`src/rtl/reg_file_operand_stage.sv`:
```
// Register file (1W/2R) with a one-entry operand output register feeding the
// shift/ALU execute stage over a valid/ready handshake.
module reg_file_operand_stage #(
    parameter int DATA_W = 32,
    parameter int ADDR_W = 5,
    parameter int NREGS  = 32
) (
    input  logic              clk,
    input  logic              rst,
    input  logic              issue_valid,
    output logic              issue_ready,
    input  logic [ADDR_W-1:0] rs_addr,
    input  logic [ADDR_W-1:0] rt_addr,
    input  logic              wr_en,
    input  logic [ADDR_W-1:0] wr_addr,
    input  logic [DATA_W-1:0] wr_data,
    output logic              op_valid,
    input  logic              op_ready,
    output logic [DATA_W-1:0] op_a,
    output logic [DATA_W-1:0] op_b,
    output logic              op_b_oversize,
    output logic [15:0]       issue_count
);

    // Shift amounts occupy the low bits; anything above them means "> 31".
    localparam int SHAMT_W = 5;

    logic [DATA_W-1:0] regs [NREGS];
    logic              accept;
    logic [DATA_W-1:0] byp_a;
    logic [DATA_W-1:0] byp_b;

    assign issue_ready = !op_valid || op_ready;
    assign accept      = issue_valid && issue_ready;

    // NOTE: every always_comb output gets a default first so no path can leave it unassigned and infer a latch.
    always_comb begin
        byp_a = regs[rs_addr];
        byp_b = regs[rt_addr];
        if (wr_en && (wr_addr == rs_addr)) begin
            byp_a = wr_data;
        end
        if (wr_en && (wr_addr == rt_addr)) begin
            byp_b = wr_data;
        end
    end

    // NOTE: the register array is reset along with the control state because software relies on all registers reading 0 after reset.
    always_ff @(posedge clk or posedge rst) begin
        if (rst) begin
            for (int i = 0; i < NREGS; i++) begin
                regs[i] <= '0;
            end
            op_valid      <= 1'b0;
            op_a          <= '0;
            op_b          <= '0;
            op_b_oversize <= 1'b0;
            issue_count   <= '0;
        end else begin
            // NOTE: non-blocking assignments so every read above sees pre-edge state, independent of statement order.
            if (wr_en) begin
                regs[wr_addr] <= wr_data;
            end

            if (accept) begin
                op_valid      <= 1'b1;
                op_a          <= byp_a;
                op_b          <= byp_b;
                op_b_oversize <= |byp_b[DATA_W-1:SHAMT_W];
                issue_count   <= issue_count + 16'd1;
            end else if (op_valid && op_ready) begin
                // Consumed with nothing to replace it: operand values hold.
                op_valid <= 1'b0;
            end
        end
    end

endmodule

```
`config.mk`:
```
export PLATFORM = sky130hd
export DESIGN_NAME = reg_file_operand_stage
export DESIGN_NICKNAME = d
export VERILOG_FILES = /design/src/rtl/reg_file_operand_stage.sv
export SDC_FILE = /design/constraint.sdc
export NUM_CORES = 2
export LEC_CHECK = 0
export CAP_MARGIN = 20
export CORE_ASPECT_RATIO = 0.7
export CORE_MARGIN = 2
export CORE_UTILIZATION = 60
export CTS_CLUSTER_SIZE = 12
export DETAILED_ROUTE_END_ITERATION = 7
export PLACE_DENSITY = 0.84
export SYNTH_ARGS = -nofsm -noshare
export SYNTH_HDL_FRONTEND = slang
export SYNTH_SLANG_ARGS = --single-unit
```
`constraint.sdc`:
```
create_clock -name clk -period 46.4 [get_ports clk]
set_input_delay 6.96 -clock clk [delete_from_list [all_inputs] [get_ports clk]]
set_output_delay 6.96 -clock clk [all_outputs]
set_load 0.03 [all_outputs]
```
==> impl_metrics.xml <==
<?xml version="1.0" encoding="UTF-8"?>
<metrics>
  <group name="floorplan">
    <metric name="initial_utilization" unit="%">60.6</metric>
    <metric name="fp.dieH" unit="microns">265</metric>
    <metric name="core_region_area" unit="sq mm">0.0960</metric>
    <metric name="pin_count" unit="">135</metric>
    <metric name="die_area" unit="sq mm">0.0995</metric>
    <metric name="row_count" unit="">95</metric>
    <metric name="die_width" unit="microns">376</metric>
  </group>
  <group name="detailed_routing">
    <metric name="drt-vias-per-instance" unit="">7.45</metric>
    <metric name="drc_errors" unit="">0</metric>
    <metric name="detailedRoute.firstIterationViolations" unit="">5419</metric>
    <metric name="final_wirelength" unit="microns">172000</metric>
    <metric name="drtAntennaViolNets" unit="">0</metric>
    <metric name="routed-via-count" unit="">37900</metric>
    <metric name="routedWlPerCell" unit="microns">33.9</metric>
    <metric name="drt_pass1_iterations" unit="">8</metric>
  </group>
  <group name="timing">
    <metric name="relSlewSlack" unit="%">26.8</metric>
    <metric name="rsz_0062_raised_after_global_routing" unit="">false</metric>
    <metric name="final.setup_skew" unit="ps">29.4</metric>
    <metric name="hold_violations" unit="">0</metric>
    <metric name="setup_tns" unit="ps">0</metric>
    <metric name="fmax" unit="GHz">0.0654</metric>
    <metric name="period_share" unit="%">33.0</metric>
    <metric name="worst_slew_pin_slew" unit="ps">1100</metric>
    <metric name="number_of_slew_limit_violations_in_the_final_report" unit="">0</metric>
    <metric name="hold-worst-slack" unit="ps">468</metric>
    <metric name="setup_viol_count_final" unit="">0</metric>
    <metric name="finalCriticalPeriod" unit="ps">15290</metric>
  </group>
  <group name="pwr">
    <metric name="p_leak" unit="nW">27.2</metric>
    <metric name="power_per_cell_area" unit="mW/mm^2">43.2</metric>
    <metric name="totalPowerFinal" unit="mW">2.74</metric>
    <metric name="ir_drop" unit="uV">30.3</metric>
  </group>
  <group name="global_routing">
    <metric name="overflow" unit="">0</metric>
    <metric name="first_global_vias" unit="">38100</metric>
    <metric name="global_route_wire_length_before_repair" unit="microns">256000</metric>
    <metric name="antenna_found_initial" unit="">3</metric>
    <metric name="gr-usage-all-layers" unit="%">35.2</metric>
    <metric name="grt_max_degree" unit="">179</metric>
  </group>
  <group name="synthesis">
    <metric name="area_share_of_the_largest_cell_type_after_synthesis" unit="%">47.6</metric>
    <metric name="yosys-top-cells-count" unit="">1,106 x dfrtp_1, 1,030 x mux2_2, 551 x mux4_2</metric>
    <metric name="syn_area_per_cell" unit="sq um">15.2</metric>
    <metric name="yosys-top-cells-area" unit="">dfrtp_1 48%, mux4_2 21%, mux2_2 20%</metric>
    <metric name="yosysUniqueCellTypes" unit="">61</metric>
    <metric name="yosys_most_used_dff" unit="">dfrtp_1</metric>
    <metric name="synth_cells" unit="">3820</metric>
    <metric name="synth-edff-count" unit="">0</metric>
    <metric name="yosysMostFrequentCell" unit="">dfrtp_1</metric>
    <metric name="syn_area" unit="sq mm">0.0582</metric>
    <metric name="async_flop_share" unit="%">100</metric>
    <metric name="synthesis.yosys.warnings" unit="">0</metric>
    <metric name="synth_largest_area_cell" unit="">dfrtp_1</metric>
    <metric name="synth_sequential_area_ratio" unit="%">47.6</metric>
    <metric name="synth_seq_cells" unit="">1106</metric>
    <metric name="synth_fp_nets" unit="">3873</metric>
  </group>
  <group name="clock_network">
    <metric name="clk_root_buffer_cell" unit="">clkbuf_16</metric>
    <metric name="clk_path_buf_depth" unit="">3</metric>
    <metric name="cts.repair_timing.setup_buffer_count" unit="">0</metric>
    <metric name="number_of_gates_resized_after_cts" unit="">0</metric>
    <metric name="hold_fix_buffer_count_after_cts" unit="">0</metric>
    <metric name="clk_transition_reported_paths" unit="ps">60</metric>
    <metric name="cts_tree" unit="">done</metric>
    <metric name="htree_num_levels" unit="">3</metric>
    <metric name="clock_latency" unit="ps">720</metric>
    <metric name="tritoncts_num_sinks" unit="">1106</metric>
    <metric name="cts_inserted_buffers" unit="">106</metric>
  </group>
  <group name="final_layout">
    <metric name="layout.cell_area.non_filler" unit="sq mm">0.0635</metric>
    <metric name="ratio_of_cells_with_drive_above_1_in_the_final_layout" unit="%">49.1</metric>
    <metric name="finish.utilization" unit="%">66.1</metric>
    <metric name="multi_input_logic_area" unit="sq mm">0.0289</metric>
    <metric name="final-seq-area" unit="sq mm">0.0277</metric>
    <metric name="flow.area_growth_from_synthesis" unit="%">9.16</metric>
    <metric name="num-fill-cells" unit="">6426</metric>
    <metric name="finish.net_count" unit="">3838</metric>
  </group>
  <group name="hold_path">
    <metric name="min_to" unit="">issue_count[15]</metric>
    <metric name="holdCritPathClass" unit="">reg -&gt; reg</metric>
    <metric name="number_of_cells_traversed_by_the_worst_hold_path" unit="">1</metric>
    <metric name="holdCritStartpoint" unit="">issue_count[15]</metric>
  </group>
  <group name="setup_path">
    <metric name="critPathMaxFanout" unit="">4</metric>
    <metric name="r2r-end" unit="">op_b_oversize</metric>
    <metric name="type_of_the_worst_setup_path" unit="">in -&gt; out</metric>
    <metric name="worstSetupEndpointType" unit="">output port</metric>
    <metric name="startpoint_type" unit="">primary input</metric>
    <metric name="cp_data_arrival_time" unit="ps">8330</metric>
    <metric name="worstPathRequired" unit="ps">39440</metric>
    <metric name="r2r_start" unit="">regs[728]</metric>
    <metric name="regToRegSetupSlack" unit="ps">43090</metric>
    <metric name="crit_path_start" unit="">op_ready</metric>
    <metric name="worstRegToRegCells" unit="">7</metric>
  </group>
  <group name="placement">
    <metric name="half_perimeter_wire_length_of_the_detailed_placement_result" unit="microns">95700</metric>
    <metric name="gp_routability_congestion" unit="">0.863</metric>
    <metric name="portBuffers" unit="">134</metric>
    <metric name="postPlaceCellArea" unit="sq mm">0.0604</metric>
  </group>
  <group name="outcome">
    <metric name="outcome" unit="">finished, final reports clean</metric>
  </group>
  <group name="run">
    <metric name="maxCapViolations" unit="">0</metric>
  </group>
</metrics>
[cell type report]
| class | instances | area share [%] |
|---|---|---|
| Antenna cell | 2 | 0.00788 |
| Clock buffer | 139 | 4.50 |
| Clock inverter | 8 | 0.132 |
| Inverter | 8 | 0.0591 |
| Multi-Input combinational cell | 2313 | 45.5 |
| Sequential cell | 1106 | 43.6 |
| Tap cell | 1261 | 2.48 |
| Timing Repair Buffer | 250 | 3.71 |
[sequential cells by signal, summed over array words and instances (netlist names)]
register       cells
issue_count       16
op_a              32
op_b              32
op_b_oversize      1
op_valid           1
regs            1024
[cell families (layout without fill, tap and decap cells)]
logic type               Yosys count  in the layout  share of synthesized area (%)
AO/OA/AOI/OAI                    235            235                           2.56
XOR/XNOR                          25             25                          0.376
adder cells (fa/ha/maj)            1              1                         0.0215
buffers and inverters            401            405                           3.05
flip-flops                      1106           1106                           47.6
multiplexers                    1705           1705                           43.7
other                              0              2                              0
AND/OR/NAND/NOR                  347            347                           2.68
[worst max-delay path, stage by stage]
cell,delay [ps]
clkdlybuf4s50_1,450
nand2b_1,210
clkdlybuf4s50_1,710
[power breakdown]
part	total [mW]	leakage (nW)	internal, mW	switching (mW)
combinational	0.640	11.6	0.372	0.268
sequential	1.31	14.1	1.16	0.150
clock	0.796	1.44	0.429	0.367
total	2.74	27.2	1.96	0.785
[cell usage in the layout, fill, tap and decap left out, drive strengths merged, types with 12 or more instances in the layout]
cell           count
dfrtp           1106
mux2            1030
mux4             563
nand2            152
clkbuf           140
clkdlybuf4s50    124
buf              124
mux2i            112
nor2              81
o21ai             71
a21oi             61
nand3             35
a22oi             26
a221oi            20
xnor2             15
nand4             13
a31oi             12
nor2b             12
[through the flow]
stage,setup slack (ps),instances
global route,31060,5085
floorplan,8300,3820
CTS,31100,5077
global placement,31110,4929
finish,31110,5087
detailed placement,31100,4930
[worst max path at each step]
stage,endpoint
finish,issue_ready
CTS,issue_ready
floorplan,issue_count[0]
global route,issue_ready
global placement,issue_ready
detailed placement,issue_ready
[per-layer routing]
layer / track usage [%] / share of wire, %
met5: 0 / 0.0081
met1: 50.9 / 39
met3: 11.3 / 13
met2: 49.9 / 43
met4: 14.6 / 4.6
Note: power is estimated with default switching activity, not from simulation.
